**src/rtl/decoder_3to8_seq.sv**
```systemverilog
// Sequenced 3:8 decoder: accepts an index when idle, drives the one-hot line
// until ack or hold timeout, then idles for GAP cycles before accepting again.
module decoder_3to8_seq #(
    parameter int HOLD_MAX = 15,
    parameter int GAP      = 1
) (
    input  logic       clk,
    input  logic       rst_n,
    input  logic [2:0] in,
    input  logic       valid,
    output logic       ready,
    output logic [7:0] out,
    output logic       out_valid,
    input  logic       ack,
    output logic       timeout,
    output logic [7:0] count
);

    typedef enum logic [1:0] {
        ST_IDLE,
        ST_DRIVE,
        ST_GAP
    } state_t;

    localparam logic [7:0] HOLD_MAX_W = 8'(HOLD_MAX);
    localparam logic [3:0] GAP_W      = 4'(GAP);

    state_t     state, state_nxt;
    logic [7:0] timer, timer_nxt;
    logic [3:0] gap_cnt, gap_cnt_nxt;
    logic [7:0] out_nxt;
    logic       out_valid_nxt;
    logic       ready_nxt;
    logic       timeout_nxt;
    logic [7:0] count_nxt;

    always_comb begin
        // NOTE: every signal gets a default before the case so no path leaves it unassigned (no latches).
        state_nxt     = state;
        timer_nxt     = timer;
        gap_cnt_nxt   = gap_cnt;
        out_nxt       = out;
        out_valid_nxt = out_valid;
        timeout_nxt   = timeout;
        count_nxt     = count;

        case (state)
            ST_IDLE: begin
                if (valid && ready) begin
                    state_nxt     = ST_DRIVE;
                    out_nxt       = 8'd1 << in;
                    out_valid_nxt = 1'b1;
                    timer_nxt     = 8'd1;
                end
            end

            ST_DRIVE: begin
                // ack is checked first so it wins over a coincident timeout
                if (ack || timer == HOLD_MAX_W) begin
                    if (ack) count_nxt   = count + 8'd1;
                    else     timeout_nxt = 1'b1;
                    out_nxt       = 8'd0;
                    out_valid_nxt = 1'b0;
                    timer_nxt     = 8'd0;
                    if (GAP == 0) begin
                        state_nxt = ST_IDLE;
                    end else begin
                        state_nxt   = ST_GAP;
                        gap_cnt_nxt = 4'd1;
                    end
                end else begin
                    timer_nxt = timer + 8'd1;
                end
            end

            ST_GAP: begin
                if (gap_cnt == GAP_W) begin
                    state_nxt   = ST_IDLE;
                    gap_cnt_nxt = 4'd0;
                end else begin
                    gap_cnt_nxt = gap_cnt + 4'd1;
                end
            end

            default: begin
                state_nxt     = ST_IDLE;
                timer_nxt     = 8'd0;
                gap_cnt_nxt   = 4'd0;
                out_nxt       = 8'd0;
                out_valid_nxt = 1'b0;
            end
        endcase

        // ready is registered, so it reflects the state being entered
        ready_nxt = (state_nxt == ST_IDLE);
    end

    // NOTE: sequential state uses non-blocking assignments; reset is asynchronous so it acts without a clock edge.
    always_ff @(posedge clk or negedge rst_n) begin
        if (!rst_n) begin
            state     <= ST_IDLE;
            timer     <= 8'd0;
            gap_cnt   <= 4'd0;
            out       <= 8'd0;
            out_valid <= 1'b0;
            ready     <= 1'b0;
            timeout   <= 1'b0;
            count     <= 8'd0;
        end else begin
            state     <= state_nxt;
            timer     <= timer_nxt;
            gap_cnt   <= gap_cnt_nxt;
            out       <= out_nxt;
            out_valid <= out_valid_nxt;
            ready     <= ready_nxt;
            timeout   <= timeout_nxt;
            count     <= count_nxt;
        end
    end

endmodule
```
**config.mk**
```make
export PLATFORM = sky130hd
export DESIGN_NAME = decoder_3to8_seq
export DESIGN_NICKNAME = d
export VERILOG_FILES = /design/src/rtl/decoder_3to8_seq.sv
export SDC_FILE = /design/constraint.sdc
export NUM_CORES = 1
export LEC_CHECK = 0
export CAP_MARGIN = 40
export CORE_MARGIN = 3
export CORE_UTILIZATION = 50
export DETAILED_ROUTE_END_ITERATION = 10
export PLACE_DENSITY = 0.75
export SLEW_MARGIN = 20
export SYNTH_ARGS = -nofsm -noshare
export SYNTH_HDL_FRONTEND = slang
export SYNTH_SLANG_ARGS = --single-unit
```
**constraint.sdc**
```tcl
create_clock -name clk -period 2.6 [get_ports clk]
set_clock_uncertainty 0.2 [all_clocks]
set_input_delay 0.26 -clock clk [delete_from_list [all_inputs] [get_ports clk]]
set_output_delay 0.26 -clock clk [all_outputs]
set_load 0.02 [all_outputs]
```
# Word level (Yosys, flattened, before mapping)
# Cells that the tools add are included.
[word_totals]
mem_bits_ro = 0
ff_bits = 33
n_memories = 0
latch_bits = 0
out_inout_bits = 19
elab_cells = 46
in_bits = 7
ramBits = 0
[op_classes]
multipliers = 0
n_reduce_logical = 9
div = 0
bitwise_logic = 3
n_addsub = 3
n_mux = 16
n_shift = 1
eq_ne = 6
order_cmp = 0
[op_table]
columns = ["cell", "count"]
rows = [
  ["$pmux W8 S3", 2],
  ["$mux W8", 4],
  ["$add A8 B1 Y8 const B", 2],
  ["$pmux W4 S3", 1],
  ["$reduce_and A3 Y1", 3],
  ["$eq A8 B4 Y1 const B", 1],
  ["$mux W4", 2],
  ["$shl A1 B3 Y8 const A", 1],
  ["$mux W2", 3],
  ["$pmux W2 S3", 1],
  ["$add A4 B1 Y4 const B", 1],
  ["$eq A4 B1 Y1 const B", 1],
  ["$logic_not A2 Y1", 2],
  ["$ne A2 B2 Y1 const B", 2],
  ["$reduce_and A2 Y1", 2],
  ["$not A1 Y1", 3],
  ["$pmux W1 S3", 1],
  ["$eq A2 B1 Y1 const B", 1],
  ["$eq A2 B2 Y1 const B", 1],
  ["$mux W1", 2],
  ["$logic_and A1 B1 Y1", 1],
  ["$logic_or A1 B1 Y1", 1],
]

# Logic depth before layout (Yosys ltp)
[depth]
ltp_word = 5
mapped_depth = 9
depth_no_buf = 6

# Worst setup path after synthesis
# No wires, ideal clock.
[synth_timing]
path_kind = "reg2reg"
from = "reg state[1]"
to = "reg out_valid"
path_stages_with_launch = 10
t_arrival_ns = 1.842
t_required_ns = 2.275
synth_period_minus_slack_ns = 2.166
setup_ns = 0.125
path_buffers = 3
path_slack_ns = 0.434
cell_sequence = "dfrtp_1 > inv_1 > ha_1 > buf_6 > a21boi_4 > or2_1 > clkbuf_2 > or2_1 > buf_6 > mux2_2"
[synth_via]
word_cells_on_any_way = 8
cone_classes = "eq/ne (4); mux (1); bitwise (1); reduce/logical (2)"
[synth_lines]
columns = ["element", "line", "source"]
rows = [
  ["from (decl)", "28", "state_t state, state_nxt;"],
  ["from (signal assigned)", "110", "state <= state_nxt;"],
  ["$eq A2 B2 Y1 (tied with other cells)", "47", "case (state)"],
  ["$pmux W1 S3 *", "47", ""],
  ["via out_valid_nxt", "32", "logic out_valid_nxt;"],
  ["to (signal assigned)", "114", "out_valid <= out_valid_nxt;"],
  ["to (decl)", "13", "output logic out_valid,"],
]
# Mark *: on every way through the listed nets, which the timed path passes. The rest lies on a longest branch.
# A chain may end at the register's enable or synchronous reset.

# Final worst setup path
# Same ends and word-level chain as after synthesis.

==> flow_summary.json <==
{
  "outcome": "completed",
  "synth_xor_xnor_area_share_pct": 4.730,
  "dr.pass1.iters": 4,
  "power.leakage_uw": 0.0008911,
  "critical_path.max_fanout": 10,
  "layout_setup_ws_ns": 0.2939,
  "synthesis.yosys.warnings": 0,
  "cts_setup_buffers": 0,
  "cap_violations": 0,
  "synthesis.instances": 157,
  "fp.dieW_um": 63.74,
  "power.switching_uw": 763.9,
  "global_route.usage.met1_pct": 22.83,
  "synth-adder-area-share_pct": 6.006,
  "syn-mean-instance-area_um2": 10.62,
  "clock_latency_ns": 0.34,
  "detailedPlace.worstSlack_ns": 0.3345,
  "total_drc_errors_in_the_routed_layout": 0,
  "worst_ep_required_time_ns": 2.63,
  "power.density_mw_per_mm2": 989.7,
  "global_route.peak_usage_layer": "met2",
  "maxSlewHeadroom_pct": 63.57,
  "floorplan.initialDensity_pct": 53.28,
  "power_uw": 2015,
  "cts.repair.resized": 0,
  "compound_gate_fraction_of_synth_area_pct": 16.89,
  "post_synth_mux_area_share_pct": 1.351,
  "vias_per_cell": 5.517,
  "dominant_combinational_cell_family_by_area_after_synthesis": "simple AND/OR/NAND/NOR gates",
  "placement_rows": 20,
  "cts_made_buffers": 5,
  "power.share.clock_pct": 19.8,
  "p_sw_share_pct": 37.92,
  "crit_path_start_kind": "register",
  "diodes": 0,
  "fmax_ghz": 0.4336,
  "core_box_area_mm2": 0.003128,
  "worst-r2r-setup-slack_ns": 0.29,
  "worstSetupEndpointType": "register",
  "finalSetupTns_ns": 0,
  "min-delay-path-class": "input pin to async pin",
  "rsz0062_at_grt": "false",
  "avgRoutedWirePerCell_um": 14.54,
  "vdd.ir_drop.worst_mv": 0.5533,
  "placement.io_buffers": 25,
  "timing_worst_setup_path_type": "register to register",
  "min_period_ns": 2.306,
  "cp-startpoint": "state[1]$_DFF_PN0_",
  "areaGrowthSynthToFinish_pct": 22.15,
  "power.share.combinational_pct": 42.8,
  "post_synth_and_or_nand_nor_area_fraction_pct": 17.94,
  "timing_hold_violations_final": 0,
  "power.internal_uw": 1251,
  "fin_crit_sh_pct": 88.70,
  "hpwl_um": 2457,
  "finalSetupViolations": 0,
  "r2r_cells": 6,
  "power_frac_seq_pct": 37.4,
  "worstReg2RegStart": "state[1]$_DFF_PN0_",
  "synth_nets": 172,
  "finalNetCount": 200,
  "cts.root.buffer_cell": "sky130_fd_sc_hd__clkbuf_4",
  "worstMarginPinSlew_ns": 0.5465,
  "critPathArrivalTime_ns": 2.33,
  "cts.path.max_buffers": 2,
  "grt.overflow.total": 0,
  "fp.dieArea_mm2": 0.004062,
  "cts_tree": "yes",
  "grt_usage_pct": 19.13,
  "antenna_found_initial": 0,
  "destination_of_the_worst_register_to_register_timing_path": "out_valid$_DFFE_PN0P_",
  "ys_seq_elements": 33,
  "synth.cell_area_mm2": 0.001667,
  "grt_pass1_wl_um": 5954,
  "final_common_cell": "sky130_fd_sc_hd__dfrtp_1",
  "dieHeight_um": 63.74,
  "netlist-cell-type-count": 40,
  "via_count_of_the_first_global_routing_pass": 1307,
  "route.antenna.remaining_nets": 0,
  "use_met2_pct": 31.68,
  "layout.cells.most_common_list": "sky130_fd_sc_hd__dfrtp_1 (33), sky130_fd_sc_hd__clkdlybuf4s50_1 (25), sky130_fd_sc_hd__o21ai_0 (16), sky130_fd_sc_hd__nand2_1 (12), sky130_fd_sc_hd__nor2_1 (9)",
  "postCtsHoldBufs": 0,
  "wl_um": 3345,
  "synth.yosys.seq_area_share_pct": 49.55,
  "cts.reportedPaths.clkPinSlew_ns": 0.10,
  "place_congestion": 0.8085,
  "route.vias.total": 1269,
  "first_iter_violations": 53,
  "cts-htree-levels": 2,
  "io_pins": 26,
  "timing.final.max_slew_violations": 0,
  "groute.layer.met3.usage_pct": 5.624,
  "clock_sink_count": 33,
  "final_layout_size_suffix_gt1_share_pct": 9.140,
  "maximum_number_of_pins_on_one_net_before_global_route_repair": 34
}
==> flip-flops by register name, indices dropped and copies added (netlist names) <==
register   count
gap_cnt        4
timer          8
count          8
state          2
ready          1
out_valid      1
timeout        1
out            8
==> area by class of cell <==
type / count / area [µm²]
Fill cell: 272 / 1092
Sequential cell: 33 / 825.8
Multi-Input combinational cell: 113 / 782.0
Timing Repair Buffer: 28 / 272.8
Clock buffer: 7 / 55.05
Tap cell: 44 / 55.05
Clock inverter: 1 / 30.03
Inverter: 4 / 15.01
==> per-layer routing <==
layer  share of wire [%]  routed length, µm  up-vias
met5                   0                  0        -
met4                 2.1                 69        0
met3                 3.9                130        5
met2                  48               1601       29
met1                  46               1544      608
li1                    -                  -      627
==> cells in the mapped netlist (all sizes together) <==
master	number	area share, %
clkbuf	4	0.98
or2	2	0.75
xor2	2	1.1
nor2	9	2.0
a31o	1	0.53
buf	3	1.7
nor3	2	0.60
o31ai	7	3.2
a21o	2	0.90
a21oi	1	0.53
inv	4	0.90
or3	1	0.38
ha	8	6.0
and2	1	0.38
a22o	2	1.1
a221oi	1	0.53
o41ai	2	1.1
nor2b	1	0.38
a31oi	1	0.38
a21boi	1	1.1
nor4	4	2.4
dfrtp	33	50
mux2	2	1.4
nand3	7	2.1
and3	4	1.5
nand4	1	0.38
or3b	1	0.53
and4	1	0.53
xnor2	7	3.7
nand2b	6	2.3
or4	1	0.45
o21ai	16	4.8
a211oi	2	0.90
and4b	1	0.60
o2bb2ai	3	1.6
nand2	12	2.7
o22ai	1	0.38
==> kinds of logic (layout without fill, tap and decap cells) <==
kind of cell             after synthesis  in the layout
adder cells (fa/ha/maj)                8              8
AO/OA/AOI/OAI                         40             40
flip-flops                            33             33
buffers and inverters                 11             40
AND/OR/NAND/NOR                       54             54
multiplexers                           2              2
XOR/XNOR                               9              9
==> worst max-delay path, cell delays in order (launching register included) <==
cell and delay [ns]:
sky130_fd_sc_hd__dfrtp_1 0.44, sky130_fd_sc_hd__inv_1 0.10, sky130_fd_sc_hd__ha_1 0.36, sky130_fd_sc_hd__a21boi_4 0.30
sky130_fd_sc_hd__or2_1 0.14, sky130_fd_sc_hd__or2_1 0.28, sky130_fd_sc_hd__mux2_2 0.38
==> power by group through the flow <==
stage                     logic [µW]  clock network [µW]  registers [µW]
after detailed placement         861                   0             761
after global placement           835                   0             750
final                            862                 400             753
after CTS                        866                 415             752
after global routing             948                 445             774
after floorplan                  436                   0             869
==> how the worst max path moves through the flow <==
| stage | to | cells after the start |
|---|---|---|
| 2_1_floorplan | out_valid$_DFFE_PN0P_ | 9 |
| 5_1_grt | out_valid$_DFFE_PN0P_ | 6 |
| 6_report | out_valid$_DFFE_PN0P_ | 6 |
| 3_3_place_gp | out_valid$_DFFE_PN0P_ | 6 |
| 4_1_cts | out[0]$_DFFE_PN0P_ | 6 |
| 3_5_place_dp | out[0]$_DFFE_PN0P_ | 6 |
==> through the flow <==
stage | utilization (%) | hold slack [ns] | instances | instance area, µm²
floorplan | - | -0.2356 | 157 | 1667
global placement | 62.36 | 0.2619 | 222 | 1951
detailed placement | 62.36 | 0.2661 | 222 | 1951
CTS | 65.08 | 0.1064 | 230 | 2036
global route | 65.08 | 0.1210 | 230 | 2036
finish | 65.08 | 0.1037 | 230 | 2036
Power figures use the tool's default switching activity.
